===== src/rtl/fb_addr_gen.sv =====
// Frame-buffer scan address generator with integer pixel/line replication.
// Optional double buffering is enabled by defining FB_DOUBLE_BUFFER_EN.
module fb_addr_gen #(
    parameter int H_ACTIVE   = 640,
    parameter int V_ACTIVE   = 480,
    parameter int SCALE_LOG2 = 0,
    parameter int ADDR_W     = 20,
    parameter int BASE0      = 0,
    parameter int BASE1      = 307200
) (
    input  logic              clk,
    input  logic              rst,
    input  logic              en,
    input  logic              video_on,
    input  logic              frame_start,
    input  logic              swap_req,
    output logic              swap_ack,
    output logic              active_buf,
    output logic [ADDR_W-1:0] addr,
    output logic              line_end,
    output logic              frame_done
);

    localparam int X_W   = (H_ACTIVE > 1) ? $clog2(H_ACTIVE) : 1;
    localparam int Y_W   = (V_ACTIVE > 1) ? $clog2(V_ACTIVE) : 1;
    localparam int REP_W = (SCALE_LOG2 > 0) ? SCALE_LOG2 : 1;

    localparam logic [X_W-1:0]    X_LAST   = X_W'(H_ACTIVE - 1);
    localparam logic [Y_W-1:0]    Y_LAST   = Y_W'(V_ACTIVE - 1);
    localparam logic [REP_W-1:0]  REP_LAST = REP_W'((1 << SCALE_LOG2) - 1);
    localparam logic [ADDR_W-1:0] SRC_W    = ADDR_W'(H_ACTIVE >> SCALE_LOG2);
    localparam logic [ADDR_W-1:0] B0       = ADDR_W'(BASE0);
    localparam logic [ADDR_W-1:0] B1       = ADDR_W'(BASE1);

    logic [X_W-1:0]    x_q, x_n;
    logic [Y_W-1:0]    y_q, y_n;
    logic [REP_W-1:0]  rep_x_q, rep_x_n, rep_y_q, rep_y_n;
    logic [ADDR_W-1:0] line_base_q, line_base_n, addr_q, addr_n;
    logic              buf_q, buf_n, ack_q, ack_n;
    logic              line_end_q, line_end_n, frame_done_q, frame_done_n;

    // take_swap is only honoured at frame boundaries; base_sw is the base in effect after it
    logic              take_swap;
    logic [ADDR_W-1:0] base_sw;

`ifdef FB_DOUBLE_BUFFER_EN
    assign take_swap = swap_req;
    assign base_sw   = (buf_q ^ swap_req) ? B1 : B0;
`else
    logic unused_swap;
    assign unused_swap = swap_req ^ (|B1);
    assign take_swap   = 1'b0;
    assign base_sw     = B0;
`endif

    always_comb begin
        x_n          = x_q;
        y_n          = y_q;
        rep_x_n      = rep_x_q;
        rep_y_n      = rep_y_q;
        line_base_n  = line_base_q;
        addr_n       = addr_q;
        buf_n        = buf_q;
        ack_n        = 1'b0;
        line_end_n   = 1'b0;
        frame_done_n = 1'b0;

        if (en) begin
            if (frame_start) begin
                x_n         = '0;
                y_n         = '0;
                rep_x_n     = '0;
                rep_y_n     = '0;
                buf_n       = buf_q ^ take_swap;
                ack_n       = take_swap;
                line_base_n = base_sw;
                addr_n      = base_sw;
            end else if (video_on) begin
                if (x_q == X_LAST) begin
                    x_n        = '0;
                    rep_x_n    = '0;
                    line_end_n = 1'b1;
                    if (y_q == Y_LAST) begin
                        y_n          = '0;
                        rep_y_n      = '0;
                        frame_done_n = 1'b1;
                        buf_n        = buf_q ^ take_swap;
                        ack_n        = take_swap;
                        line_base_n  = base_sw;
                        addr_n       = base_sw;
                    end else begin
                        y_n = y_q + 1'b1;
                        if (rep_y_q == REP_LAST) begin
                            rep_y_n     = '0;
                            line_base_n = line_base_q + SRC_W;
                        end else begin
                            rep_y_n = rep_y_q + 1'b1;
                        end
                        addr_n = line_base_n;
                    end
                end else begin
                    x_n = x_q + 1'b1;
                    if (rep_x_q == REP_LAST) begin
                        rep_x_n = '0;
                        addr_n  = addr_q + 1'b1;
                    end else begin
                        rep_x_n = rep_x_q + 1'b1;
                    end
                end
            end
        end
    end

    always_ff @(posedge clk or posedge rst) begin
        if (rst) begin
            x_q          <= '0;
            y_q          <= '0;
            rep_x_q      <= '0;
            rep_y_q      <= '0;
            line_base_q  <= B0;
            addr_q       <= B0;
            buf_q        <= 1'b0;
            ack_q        <= 1'b0;
            line_end_q   <= 1'b0;
            frame_done_q <= 1'b0;
        end else begin
            x_q          <= x_n;
            y_q          <= y_n;
            rep_x_q      <= rep_x_n;
            rep_y_q      <= rep_y_n;
            line_base_q  <= line_base_n;
            addr_q       <= addr_n;
            buf_q        <= buf_n;
            ack_q        <= ack_n;
            line_end_q   <= line_end_n;
            frame_done_q <= frame_done_n;
        end
    end

    assign addr       = addr_q;
    assign active_buf = buf_q;
    assign swap_ack   = ack_q;
    assign line_end   = line_end_q;
    assign frame_done = frame_done_q;

endmodule

===== config.mk =====
export PLATFORM = sky130hd
export DESIGN_NAME = fb_addr_gen
export DESIGN_NICKNAME = d
export VERILOG_FILES = /design/src/rtl/fb_addr_gen.sv
export SDC_FILE = /design/constraint.sdc
export NUM_CORES = 1
export LEC_CHECK = 0
export ABC_AREA = 1
export CORE_ASPECT_RATIO = 1.25
export CORE_MARGIN = 2
export CORE_UTILIZATION = 30
export DETAILED_ROUTE_END_ITERATION = 10
export PLACE_DENSITY = 0.43
export SKIP_CTS_REPAIR_TIMING = 1
export SLEW_MARGIN = 0
export SYNTH_ARGS = -nofsm -noshare
export SYNTH_HDL_FRONTEND = slang
export SYNTH_SLANG_ARGS = --single-unit

===== constraint.sdc =====
create_clock -name clk -period 2.2 [get_ports clk]
set_input_delay 0.22 -clock clk [delete_from_list [all_inputs] [get_ports clk]]
set_output_delay 0.22 -clock clk [all_outputs]
set_load 0.1 [all_outputs]

; Word level (Yosys, flattened, before mapping)
; Index checks and enable logic that the tools add are counted.
[classes]
add_sub_neg = 6
eq_ne = 3
mux = 34
n_reduce_logical = 5
[ops]
columns = op, count
row1 = two-way mux 20 bit, 9
row2 = two-way mux 9 bit, 4
row3 = two-way mux 10 bit, 3
row4 = "adder 20 x 1 -> 20 bit, second input constant", 1
row5 = "adder 20 x 10 -> 20 bit, second input constant", 1
row6 = two-way mux 1 bit, 18
row7 = "adder 10 x 1 -> 10 bit, second input constant", 1
row8 = "equality test 10 bit, second input constant", 1
row9 = "adder 9 x 1 -> 9 bit, second input constant", 1
row10 = "equality test 9 bit, second input constant", 1
row11 = AND reduction 3 bit, 2
row12 = nonzero test 2 bit, 2
row13 = "!= test 3 x 2 -> 1 bit, second input constant", 1
row14 = "adder 1 bit, second input constant", 2
row15 = AND reduction 2 bit, 1
[totals]
regBits = 63
in_bits = 6
out_inout_bits = 24

; Logic depth before layout (Yosys ltp)
[logic_depth]
depth_word = 6
mapped_depth = 9
depth_no_buf = 9

; Worst setup path after synthesis
; Ideal clock, no wire load.
[synth_timing]
kind = register to register
start = reg addr_q[0], in the netlist addr[0]
end = reg addr_q[10], in the netlist addr[10]
t_arrival_ns = 2.126
slack_ns = -0.052
stages_incl_launch_ff = 9
path_buffers = 0
synth_period_minus_slack_ns = 2.252
cell_sequence = dfrtp_1 ha_1 nand3_1 nor2_1 nand2_1 inv_1 nand2_1 nand3_1 nand3_1
[synth_via]
elab_chain_len = 5
[synth_rtl]
columns = item, line
row1 = "start, declared", 38  ; logic [ADDR_W-1:0] line_base_q, line_base_n, addr_q, addr_n;
row2 = "start signal, assigned", 132  ; addr_q <= addr_n;
row3 = adder 20 x 1 -> 20 bit, 105  ; addr_n = addr_q + 1'b1;
row4 = two-way mux 20 bit, 103  ; if (rep_x_q == REP_LAST) begin
row5 = two-way mux 20 bit, 79  ; if (x_q == X_LAST) begin
row6 = two-way mux 20 bit, 78  ; end else if (video_on) begin
row7 = two-way mux 20 bit, 69  ; if (frame_start) begin
; No other way between the ends. The select of a mux whose other input is x is not followed.
; A chain may end at the register's enable or synchronous reset.

; Worst setup path after layout
[layout_timing]
start = reg x_q[0]
end = reg addr_q[0], in the netlist addr[0]
[layout_via]
elab_chain_len = 4
word_cells_on_any_way = 6
cone_classes = 2 x eq/ne / 3 x mux / 1 x reduce/logical
[layout_rtl]
columns = item, line
row1 = "start, declared", 35  ; logic [X_W-1:0] x_q, x_n;
row2 = "start signal, assigned", 127  ; x_q <= x_n;
row3 = equality test 10 bit (*), 79
row4 = two-way mux 20 bit, 79
row5 = two-way mux 20 bit, 78
row6 = two-way mux 20 bit, 69
; Every way passes the cells marked *; elsewhere a longest branch is shown, timed or not. The select of a mux whose other input is x is not followed.

==> metrics.cfg <==
[setup_path]
path_buf_inv=1
ff2ff_path_depth=8
crit_arrival_ps=2030
r2r-end=addr[0]
r2r_setup_slack_ps=380
start_kind=flip-flop
cp-end-kind=flip-flop
path_cells=ha_1 -> nand3_2 -> nor2_2 -> nand2_1 -> nand2_2 -> inv_2 -> o21ai_0 -> o21ai_0
critical_path_class=reg -> reg
cp.depth=8
worstSetupStartpoint=x_q[0]
slowest_stage=dfrtp_1
worstPathRequired_ps=2410
cp_top_family=simple AND/OR/NAND/NOR gates
worstReg2RegStart=x_q[0]
path_max_fanout=17
setup.worst_path.end=addr[0]
cpMostUsedCell=o21ai_0
cp_slowest_stage_delay_ps=360

[drt]
wl_per_cell_um=14.3
drcViolationCount=0
viasPerCell=4.80
drtIter0Drc=138
antenna_left=0
vias=3009
drt_wl_total_um=8940
drt_pass1_iterations=4

[die]
design.core.area_mm2=0.0111
rows=43
die_h_um=123
io_pins=30
die_area_mm2=0.0122
fp.dieW_um=99.4
start_util_pct=30.8

[clock_network]
cts.clk_slew.worst_paths_ps=50
clk_latency_ps=330
cts_sinks=61
cts_buffer_depth=2
cts_buffers=9
cts_tree=yes
clockRootBuffer=clkbuf_16
htree_levels=3

[global_routing]
track_usage_pct=16.1
grt_pass1_wl_um=15200
antenna_found_initial=0
grt-ovfl-total=0
first_global_vias=3071
grt_max_degree=48

[logic_synthesis]
yosys_warnings=0
syn_inst=451
synthDistinctLibCells=34
synthesis.area_mm2=0.00341
syn_avg_cell_area_um2=7.57
ys_ff_latch=61
ys_seq_area_share_pct=44.7

[timing]
setup_viol_count_final=0
rsz0062_at_grt=no
drv_slew=0
tns_ps=0
fin_crit_ps=1820
fin_crit_sh_pct=82.8
finClkSkew_ps=4.79
hold_viol_final=0
fmax_ghz=0.549

[power_and_ir_drop]
intPower_mw=2.11
ir_worst_vdd_mv=0.365
pwr-share-seq_pct=41.8
p_sw_mw=0.750
clock_power_share_pct=49.0
p_leak_nw=1.83
swShare_pct=26.2
combPwrFrac_pct=9.3
powerDensity_mw_per_mm2=702

[cells_and_area]
drive_gt1_share_pct=13.6
syn_to_final_growth_pct=19.5
multi_input_area_mm2=0.00161
finish.utilization_pct=36.8
n_antenna_cell=0
fillers=1176
seqCellArea_mm2=0.00153
nets=497

[placement]
numPortBuffers=26
place.gp.congestion=0.807
place_hpwl_um=6440

[outcome]
outcome=complete, no violations

[hold_path]
hp-class=in -> async

[run]
max-cap-violations=0

[power groups by stage]
stage,Clock [mW],Sequential [mW],Combinational (mW)
5_1_grt,1.51,1.20,0.289
2_1_floorplan,0,1.29,0.114
4_1_cts,1.45,1.19,0.269
3_3_place_gp,0,1.21,0.268
3_5_place_dp,0,1.21,0.268
6_report,1.40,1.20,0.265
[through the flow]
stage	power (mW)	hold slack [ps]	setup slack (ps)	instances	area [µm²]
floorplan	1.40	420	134	452	3420
global placement	1.48	461	314	611	3780
detailed placement	1.48	469	302	611	3780
CTS	2.92	200	355	627	4080
global route	2.99	232	115	627	4080
finish	2.86	191	379	627	4080
[per-layer routing]
metal  vias to the layer above  track usage [%]  wire length (µm)
met5                         -                0                 0
met4                         0             8.56               285
met3                        19             3.28               261
met2                        44             26.4              4170
met1                      1404             19.9              4220
li1                       1542                -                 -
[layout make-up]
cell class	instances	area share (%)
clock buffer	11	5.95
clock inverter	5	1.23
inverter	54	4.97
multi-input combinational	328	39.6
sequential	61	37.5
tap	135	4.14
timing repair buffer	33	6.63
[cell usage in the layout (no fill, tap or decap), types with 2 or more instances in the layout]
cell and n:
clkdlybuf4s50_1 4, dfrtp_2 2, nor2_4 2, conb_1 2, clkbuf_16 9, nand3_2 9
a21oi_1 7, nor2_1 52, inv_2 4, inv_1 50, clkinv_2 4, xnor2_1 3
dfrtp_1 59, o21ai_0 21, nand3_1 49, o21bai_1 5, nand2_1 124, ha_1 4
xor2_1 6, nor3_1 6, o21ai_1 8, o21ai_2 2, buf_4 28, nand4_1 14
o211ai_1 5
[state kept, by name (all words and copies together) (netlist names)]
name / cells
frame_done: 1
addr: 20
x_q: 10
y_q: 9
line_end: 1
line_base_q: 20
[cell usage after synthesis]
| cell type | instances | area, µm² |
|---|---|---|
| a21oi_1 | 7 | 35.0 |
| a22o_1 | 1 | 8.76 |
| buf_2 | 2 | 10.0 |
| buf_4 | 3 | 22.5 |
| buf_6 | 2 | 22.5 |
| buf_8 | 1 | 15.0 |
| clkbuf_1 | 1 | 3.75 |
| conb_1 | 1 | 3.75 |
| dfrtp_1 | 61 | 1530 |
| ha_1 | 4 | 50.1 |
| inv_1 | 51 | 191 |
| inv_2 | 3 | 11.3 |
| nand2_1 | 124 | 465 |
| nand2_2 | 1 | 6.26 |
| nand3_1 | 49 | 245 |
| nand3_2 | 9 | 90.1 |
| nand4_1 | 14 | 87.6 |
| nor2_1 | 52 | 195 |
| nor2_2 | 1 | 6.26 |
| nor2_4 | 2 | 22.5 |
| nor3_1 | 6 | 30.0 |
| nor3b_1 | 1 | 7.51 |
| nor3b_2 | 1 | 12.5 |
| nor4_1 | 1 | 6.26 |
| o211ai_1 | 5 | 37.5 |
| o21a_1 | 1 | 7.51 |
| o21ai_0 | 21 | 105 |
| o21ai_1 | 8 | 40.0 |
| o21ai_2 | 2 | 17.5 |
| o21bai_1 | 5 | 37.5 |
| o22ai_1 | 1 | 6.26 |
| or2_2 | 1 | 6.26 |
| xnor2_1 | 3 | 26.3 |
| xor2_1 | 6 | 52.6 |
[cell families (layout without fill, tap and decap cells)]
kind of cell | after synthesis | count (layout) | synth area share (%)
buffers and inverters | 63 | 103 | 8.10
other | 1 | 2 | 0.110
AND/OR/NAND/NOR | 262 | 262 | 34.6
XOR/XNOR | 9 | 9 | 2.31
AO/OA/AOI/OAI | 51 | 51 | 8.65
flip-flops | 61 | 61 | 44.7
adder cells (fa/ha/maj) | 4 | 4 | 1.47
[worst min-delay path by stage]
stage	slack (ps)	to	cells after the start
6_report	190	line_end	2
5_1_grt	230	y_q[4]	2
4_1_cts	200	y_q[4]	2
3_5_place_dp	470	addr[5]	2
3_3_place_gp	460	addr[5]	2
2_1_floorplan	420	x_q[6]	2
Note: power is estimated with default switching activity, not from simulation.
